[config.mk]
export PLATFORM = sky130hd
export DESIGN_NAME = sync_down_counter
export DESIGN_NICKNAME = d
export VERILOG_FILES = /design/src/rtl/sync_down_counter_pkg.sv /design/src/rtl/down_count_core.sv /design/src/rtl/sync_down_counter.sv
export SDC_FILE = /design/constraint.sdc
export NUM_CORES = 1
export LEC_CHECK = 0
export CORE_AREA = 4 4 41 43
export CTS_BUF_LIST = sky130_fd_sc_hd__clkbuf_4 sky130_fd_sc_hd__clkbuf_8
export DETAILED_ROUTE_END_ITERATION = 10
export DIE_AREA = 0 0 45 47
export DONT_BUFFER_PORTS = 1
export GPL_ROUTABILITY_DRIVEN = 0
export RECOVER_POWER = 25
export SLEW_MARGIN = 40
export SYNTH_ARGS = -nofsm -noshare
export SYNTH_HDL_FRONTEND = slang
export SYNTH_SLANG_ARGS = --single-unit
[constraint.sdc]
create_clock -name clk -period 1.85 [get_ports clk]
set_clock_uncertainty 0.2 [all_clocks]
set_input_delay 0.185 -clock clk [delete_from_list [all_inputs] [get_ports clk]]
set_output_delay 0.185 -clock clk [all_outputs]
set_load 0.01 [all_outputs]
[src/rtl/sync_down_counter_pkg.sv]
// sync_down_counter_pkg: shared state encoding and default width for the down-counter timer
package sync_down_counter_pkg;
  localparam int WIDTH_DEF = 4;
  typedef enum logic [1:0] {
    IDLE = 2'd0,
    RUN  = 2'd1,
    DONE = 2'd2
  } state_e;
endpackage

[src/rtl/down_count_core.sv]
// down_count_core: loadable count register that decrements on request and flags a count of one
module down_count_core #(
  parameter int WIDTH = sync_down_counter_pkg::WIDTH_DEF
) (
  input  logic             clk,
  input  logic             rst,
  input  logic             ld_i,
  input  logic [WIDTH-1:0] ld_val_i,
  input  logic             dec_i,
  output logic [WIDTH-1:0] q_o,
  output logic             is_one_o
);
  logic [WIDTH-1:0] q_q, q_d;
  // next count: load beats decrement, otherwise hold
  always_comb q_d = ld_i ? ld_val_i : dec_i ? q_q - WIDTH'(1) : q_q;
  // count register
  always_ff @(posedge clk)
    if (rst) q_q <= '0;
    else q_q <= q_d;
  assign q_o = q_q;
  assign is_one_o = q_q == WIDTH'(1);
endmodule

[src/rtl/sync_down_counter.sv]
// sync_down_counter: loadable down-counter with one-cycle terminal-count pulse and optional auto-reload
module sync_down_counter #(
  parameter int WIDTH = sync_down_counter_pkg::WIDTH_DEF
) (
  input  logic             clk,
  input  logic             rst,
  input  logic             load,
  input  logic [WIDTH-1:0] load_val,
  input  logic             en,
  input  logic             auto_reload,
  output logic [WIDTH-1:0] q,
  output logic             tc,
  output logic             busy,
  output logic             done
);
  import sync_down_counter_pkg::*;
  state_e           state_q, state_d;
  logic [WIDTH-1:0] reload_q, reload_d, core_val;
  logic             tc_q, tc_d, core_ld, core_dec, is_one;
  down_count_core #(.WIDTH(WIDTH)) u_core (
    .clk     (clk),
    .rst     (rst),
    .ld_i    (core_ld),
    .ld_val_i(core_val),
    .dec_i   (core_dec),
    .q_o     (q),
    .is_one_o(is_one)
  );
  // sequencing: load restarts from any state; expiry either reloads or parks in DONE at zero
  always_comb begin
    state_d  = state_q;
    reload_d = reload_q;
    tc_d     = 1'b0;
    core_ld  = 1'b0;
    core_val = load_val;
    core_dec = 1'b0;
    if (load) begin
      core_ld  = 1'b1;
      reload_d = load_val;
      state_d  = load_val != '0 ? RUN : IDLE;
    end else if (state_q == RUN && en) begin
      tc_d     = is_one;
      core_ld  = is_one && auto_reload;
      core_val = reload_q;
      core_dec = !(is_one && auto_reload);
      state_d  = is_one && !auto_reload ? DONE : RUN;
    end
  end
  // state, reload value and terminal-count registers
  always_ff @(posedge clk)
    if (rst) begin
      state_q  <= IDLE;
      reload_q <= '0;
      tc_q     <= 1'b0;
    end else begin
      state_q  <= state_d;
      reload_q <= reload_d;
      tc_q     <= tc_d;
    end
  assign tc   = tc_q;
  assign busy = state_q == RUN;
  assign done = state_q == DONE;
endmodule
==> impl_metrics.tcl, run 1 <==
set metrics [dict create \
    portBuffers 0 \
    synth_area_um2 577 \
    num_rows 13 \
    drive_gt1_share_pct 10.4 \
    crit_start "load" \
    coreArea_um2 1300 \
    root_buffer "clkbuf_4" \
    holdCritPathClass "in -> reg" \
    clk_pin_slew_worst_paths_ns 0.07 \
    synth_fp_nets 76 \
    area_growth_pct 22.6 \
    synth_cell_types 26 \
    peakVddDrop_uv 476 \
    worst_slew_pin_slew_ns 0.476 \
    clock_latency_ns 0.27 \
    htree_levels 1 \
    final_max_slew_viol_count 0 \
    ant_nets 0 \
    cts.sinks 11 \
    cts_tree "done" \
    reg2reg_to "u_core.q_o[0]" \
    vias 506 \
    grt_usage_pct 14.2 \
    drc 0 \
    power_density_nw_per_um2 774 \
    crit_type "in -> reg" \
    initial_core_util_pct 44.3 \
    avgSynthCellArea_um2 8.87 \
    clock.fmax_mhz 579 \
    nFillCells 129 \
    antenna_found_initial 0 \
    die_area_um2 2120 \
    routed_wl_mm 1.31 \
    max-slew-margin-rel_pct 68.2 \
    die_x_um 45 \
    worst_setup_path_start_kind "input pin" \
    fin_crit_sh_pct 93.4 \
    die-height_um 47 \
    power_leakage_nw 0.277 \
    hold_viol 0 \
    ys.flop_type "dfxtp_1" \
    final_util_pct 54.3 \
    hold_depth 3 \
    drt-initial-drc-count 3 \
    cts_made_buffers 3 \
    status "complete, no violations" \
    async_flop_share_pct 0 \
    crit_path_end "u_core.q_o[0]" \
    crit_fanout 10 \
    yosysWarningCount 0 \
    clockBufferDepth 2 \
    cts_setup_buffers 0 \
    grt_start_max_net_pins 13 \
    path_cells "dlygate4sd3_1 -> nor2_1 -> or3_1 -> a31oi_1" \
    top_level_ports 16 \
    setup-tns-final_ns 0 \
    slowest_delay_ns 0.81 \
    cts_resized 0 \
    viasPerCell 5.50 \
    period_minus_slack_ns 1.73 \
    dpl.hpwl_um 901 \
    reg2reg_slack_ns 0.21 \
    ys_ff_latch 11 \
    cp_slowest_cell "dlygate4sd3_1" \
    antenna_cells 0 \
    avgRoutedWirePerCell_um 14.2 \
    grt_pass1_vias 462 \
    r2r-start "u_core.q_o[1]" \
    timing.critical_path.to_type "flip-flop" \
    rsz0062_at_grt "no" \
    first_pass_iters 4 \
    synth_enable_flop_cells 0 \
    drv_cap 0 \
    grt_pass1_wl_mm 2.06 \
    cp.arrival_ns 1.73 \
    fin_nets 89 \
    hold_buffers 7 \
    syn-instance-count 65 \
    setup_viol 0 \
    worstPathRequired_ns 1.85 \
    rr_worst_depth 6 \
    ys_seq_area_share_pct 38.2 \
    grt_overflow 0 \
]
==> routing by layer <==
layer  routed length, um  GRT usage (%)  part of all wire [%]
met2                 624           22.6                    48
met5                   0              0                     0
met3                 113           8.05                   8.6
met4                   6           5.26                  0.46
met1                 565           15.9                    43
==> worst min-delay path by stage <==
stage	start	to	slack (ns)
floorplan	rst	u_core.q_o[2]	0.09
global placement	rst	state_q[0]	0.06
detailed placement	rst	state_q[0]	0.06
CTS	rst	u_core.q_o[2]	0.008
global route	rst	u_core.q_o[2]	0.01
finish	rst	u_core.q_o[2]	0.008
==> state kept, by name, indices dropped and copies added, names as in the netlist <==
name,count
tc,1
u_core.q_o,4
state_q,2
reload_q,4
==> kinds of logic after synthesis <==
family / share of synthesized area (%)
adder cells (fa/ha/maj): 4.34
AO/OA/AOI/OAI: 19.3
AND/OR/NAND/NOR: 20.8
flip-flops: 38.2
buffers and inverters: 5.20
multiplexers: 12.1
==> placed cells by master, fill, tap and decap left out, types with 3 or more instances in the layout <==
| master | instances |
|---|---|
| dfxtp_1 | 11 |
| nor2b_1 | 4 |
| dlygate4sd3_1 | 7 |
| buf_4 | 3 |
| mux2i_1 | 7 |
| clkbuf_4 | 4 |
| nor2_1 | 9 |
| inv_1 | 4 |
==> critical path, delay by kind of cell <==
kind / cells / cell delay [ns]
AOI/OAI and AO/OA: 1 / 0.16
and+or+nand+nor: 2 / 0.58
buffers and inverters: 1 / 0.81
==> cell usage after synthesis (all sizes together), types with 2 or more instances <==
| cell | n | area, um2 |
|---|---|---|
| dfxtp | 11 | 220 |
| nor2 | 9 | 33.8 |
| mux2i | 7 | 70.1 |
| inv | 4 | 15.0 |
| nor2b | 4 | 25.0 |
| a211oi | 2 | 15.0 |
| a21oi | 2 | 10.0 |
| a31oi | 2 | 12.5 |
| a41oi | 2 | 17.5 |
| buf | 2 | 11.3 |
| ha | 2 | 25.0 |
| nand3 | 2 | 10.0 |
| nor3 | 2 | 10.0 |
| o41ai | 2 | 17.5 |
| or3 | 2 | 12.5 |
==> stage by stage <==
stage	power (mW)	hold WS, ns	std cells	cell area, um2	setup WS, ns
detailed placement	0.356	0.0584	81	611	0.224
finish	0.547	0.00757	92	707	0.123
global placement	0.355	0.0572	81	611	0.247
global route	0.584	0.0137	92	707	0.0280
floorplan	0.338	0.0886	65	577	0.274
CTS	0.555	0.00804	92	711	0.123
==> where the power goes <==
part / internal [mW] / switching [mW] / total, mW / leakage, nW
Clock: 0.0984 / 0.0800 / 0.178 / 0.0184
Sequential: 0.253 / 0.0144 / 0.267 / 0.0906
Combinational: 0.0484 / 0.0529 / 0.101 / 0.168
==> final cells by class <==
cell class / instances / area (um2) / area share, %
clock buffer: 4 / 30.0 / 4.25
inverter: 4 / 15.0 / 2.12
multi-input combinational: 47 / 327 / 46.2
sequential: 11 / 220 / 31.2
tap: 15 / 18.8 / 2.65
timing repair buffer: 11 / 96.3 / 13.6
No activity file was read; power rests on OpenSTA's default activity.
==> run 2, diff against run 1 <==
--- a/config.mk
+++ b/config.mk
@@ -11,6 +11,7 @@
 export DIE_AREA = 0 0 45 47
 export DONT_BUFFER_PORTS = 1
 export GPL_ROUTABILITY_DRIVEN = 0
+export PLACE_DENSITY = 0.66
 export RECOVER_POWER = 25
 export SLEW_MARGIN = 40
 export SYNTH_ARGS = -nofsm -noshare
==> impl_metrics.tcl, run 2 (synthesis results as in run 1) <==
set metrics [dict create \
    grt_overflow 0 \
    worstPathRequired_ns 1.86 \
    seqCellArea_um2 220 \
    drive_gt1_share_pct 10.5 \
    grt_pass1_vias 474 \
    max-slew-margin-rel_pct 67.9 \
    fin_crit_sh_pct 89.9 \
    dpl_worst_slack_ns 0.213 \
    top_level_ports 16 \
    cell_internal_pwr_uw 400 \
    setup_viol 0 \
    setup_slack_ns 0.186 \
    htree_levels 1 \
    cts_tree "done" \
    drc 0 \
    avgRoutedWirePerCell_um 14.5 \
    switching_share_pct 27.3 \
    dpl.cell_count 80 \
    period_minus_slack_ns 1.66 \
    dpl.hpwl_um 882 \
    drt-initial-drc-count 13 \
    min_to "u_core.q_o[2]" \
    reg2reg_to "u_core.q_o[0]" \
    worst_slew_pin_slew_ns 0.482 \
    cp.arrival_ns 1.67 \
    viasPerCell 5.63 \
    cts_setup_buffers 0 \
    final_common_cell "dfxtp_1" \
    p_comb_share_pct 18.1 \
    placed_cell_area_um2 603 \
    setup-tns-final_ns 0 \
    clock_latency_ns 0.28 \
    cts.sinks 11 \
    portBuffers 0 \
    p_sw_uw 150 \
    sequentialPowerShare_pct 48.8 \
    die-height_um 47 \
    die_area_um2 2120 \
    r2r-start "u_core.q_o[0]" \
    min_from "rst" \
    vias 512 \
    worst_setup_path_start_kind "flip-flop" \
    crit_fanout 8 \
    area_growth_pct 22.3 \
    hold_viol 0 \
    p_clk_share_pct 33.1 \
    coreArea_um2 1300 \
    clk_pin_slew_worst_paths_ns 0.07 \
    fin_area_um2 706 \
    timing.critical_path.to_type "flip-flop" \
    rr_worst_depth 5 \
    grt_start_max_net_pins 13 \
    die_x_um 45 \
    cts_made_buffers 3 \
    power_density_nw_per_um2 779 \
    hold_depth 3 \
    peakVddDrop_uv 398 \
    num_rows 13 \
    grt_usage_pct 15.2 \
    grt_pass1_wl_mm 2.19 \
    root_buffer "clkbuf_4" \
    multi_input_area_um2 327 \
    layout_common_cells "11 x dfxtp_1, 9 x nor2_1, 7 x mux2i_1" \
    crit_type "reg -> reg" \
    holdCritPathClass "in -> reg" \
    fin_nets 88 \
    first_pass_iters 4 \
    reg2reg_slack_ns 0.19 \
    nFillCells 138 \
    clock.fmax_mhz 601 \
    final_max_slew_viol_count 0 \
    initial_core_util_pct 44.3 \
    totalPowerFinal_uw 549 \
    antenna_found_initial 0 \
    status "complete, no violations" \
    rsz0062_at_grt "no" \
    routed_wl_mm 1.32 \
    ant_nets 0 \
    stdcell_count 91 \
    power_leakage_nw 0.284 \
    drv_cap 0 \
    antenna_cells 0 \
    clockBufferDepth 2 \
]
## run 2: cell types whose count changed in the layout (fill, tap and decap cells not counted), sizes merged
cell,before,now
clkbuf,5,4
dlygate4sd3,7,6
dlymetal6s4s,0,1
## run 2: power by group through the flow
stage	registers [mW]	clock network [mW]	logic (mW)
6_report	0.268	0.182	0.0996
3_3_place_gp	0.273	0	0.0777
5_1_grt	0.271	0.202	0.112
3_5_place_dp	0.274	0	0.0781
4_1_cts	0.268	0.190	0.0992
2_1_floorplan	0.273	0	0.0644
## run 2: layer usage
layer / vias to the layer above / global-route usage [%] / share of wire, %
li1: 262 / - / -
met1: 230 / 17.5 / 45
met2: 15 / 21.2 / 45
met3: 5 / 8.43 / 7.1
met4: 0 / 10.5 / 2.7
met5: - / 0 / 0
## run 2: worst max-delay path by stage
| stage | from | endpoint | slack (ns) | cells after the start |
|---|---|---|---|---|
| floorplan | u_core.q_o[1] | u_core.q_o[3] | 0.27 | 5 |
| global placement | u_core.q_o[0] | u_core.q_o[0] | 0.24 | 5 |
| detailed placement | u_core.q_o[0] | u_core.q_o[0] | 0.21 | 5 |
| CTS | load | u_core.q_o[0] | 0.11 | 4 |
| global route | u_core.q_o[0] | u_core.q_o[0] | 0.06 | 5 |
| finish | u_core.q_o[0] | u_core.q_o[0] | 0.19 | 5 |
## run 2: layout make-up
class / count / share of cell area (%)
Multi-Input combinational cell: 47 / 46.3
Clock buffer: 4 / 4.26
Timing Repair Buffer: 10 / 13.5
Inverter: 4 / 2.13
Tap cell: 15 / 2.66
Sequential cell: 11 / 31.2
## run 2: stage by stage
step,util [%],hold WS (ns)
floorplan,-,0.0886
global placement,46.3,0.0564
detailed placement,46.3,0.0589
CTS,54.0,0.00982
global route,54.2,0.0260
finish,54.2,0.0136
## run 2: repair_timing
action,4_1_cts,5_1_grt
resized for setup,0,1
endpoints found under the hold margin,11,0
setup endpoints to repair,0,1
hold buffers,7,0
## run 2: worst max-delay path, cell delays in order, from the launching register on
cell	delay, ns
dfxtp_1	0.45
ha_1	0.21
a31oi_1	0.08
buf_4	0.16
or3_1	0.33
a31oi_1	0.16
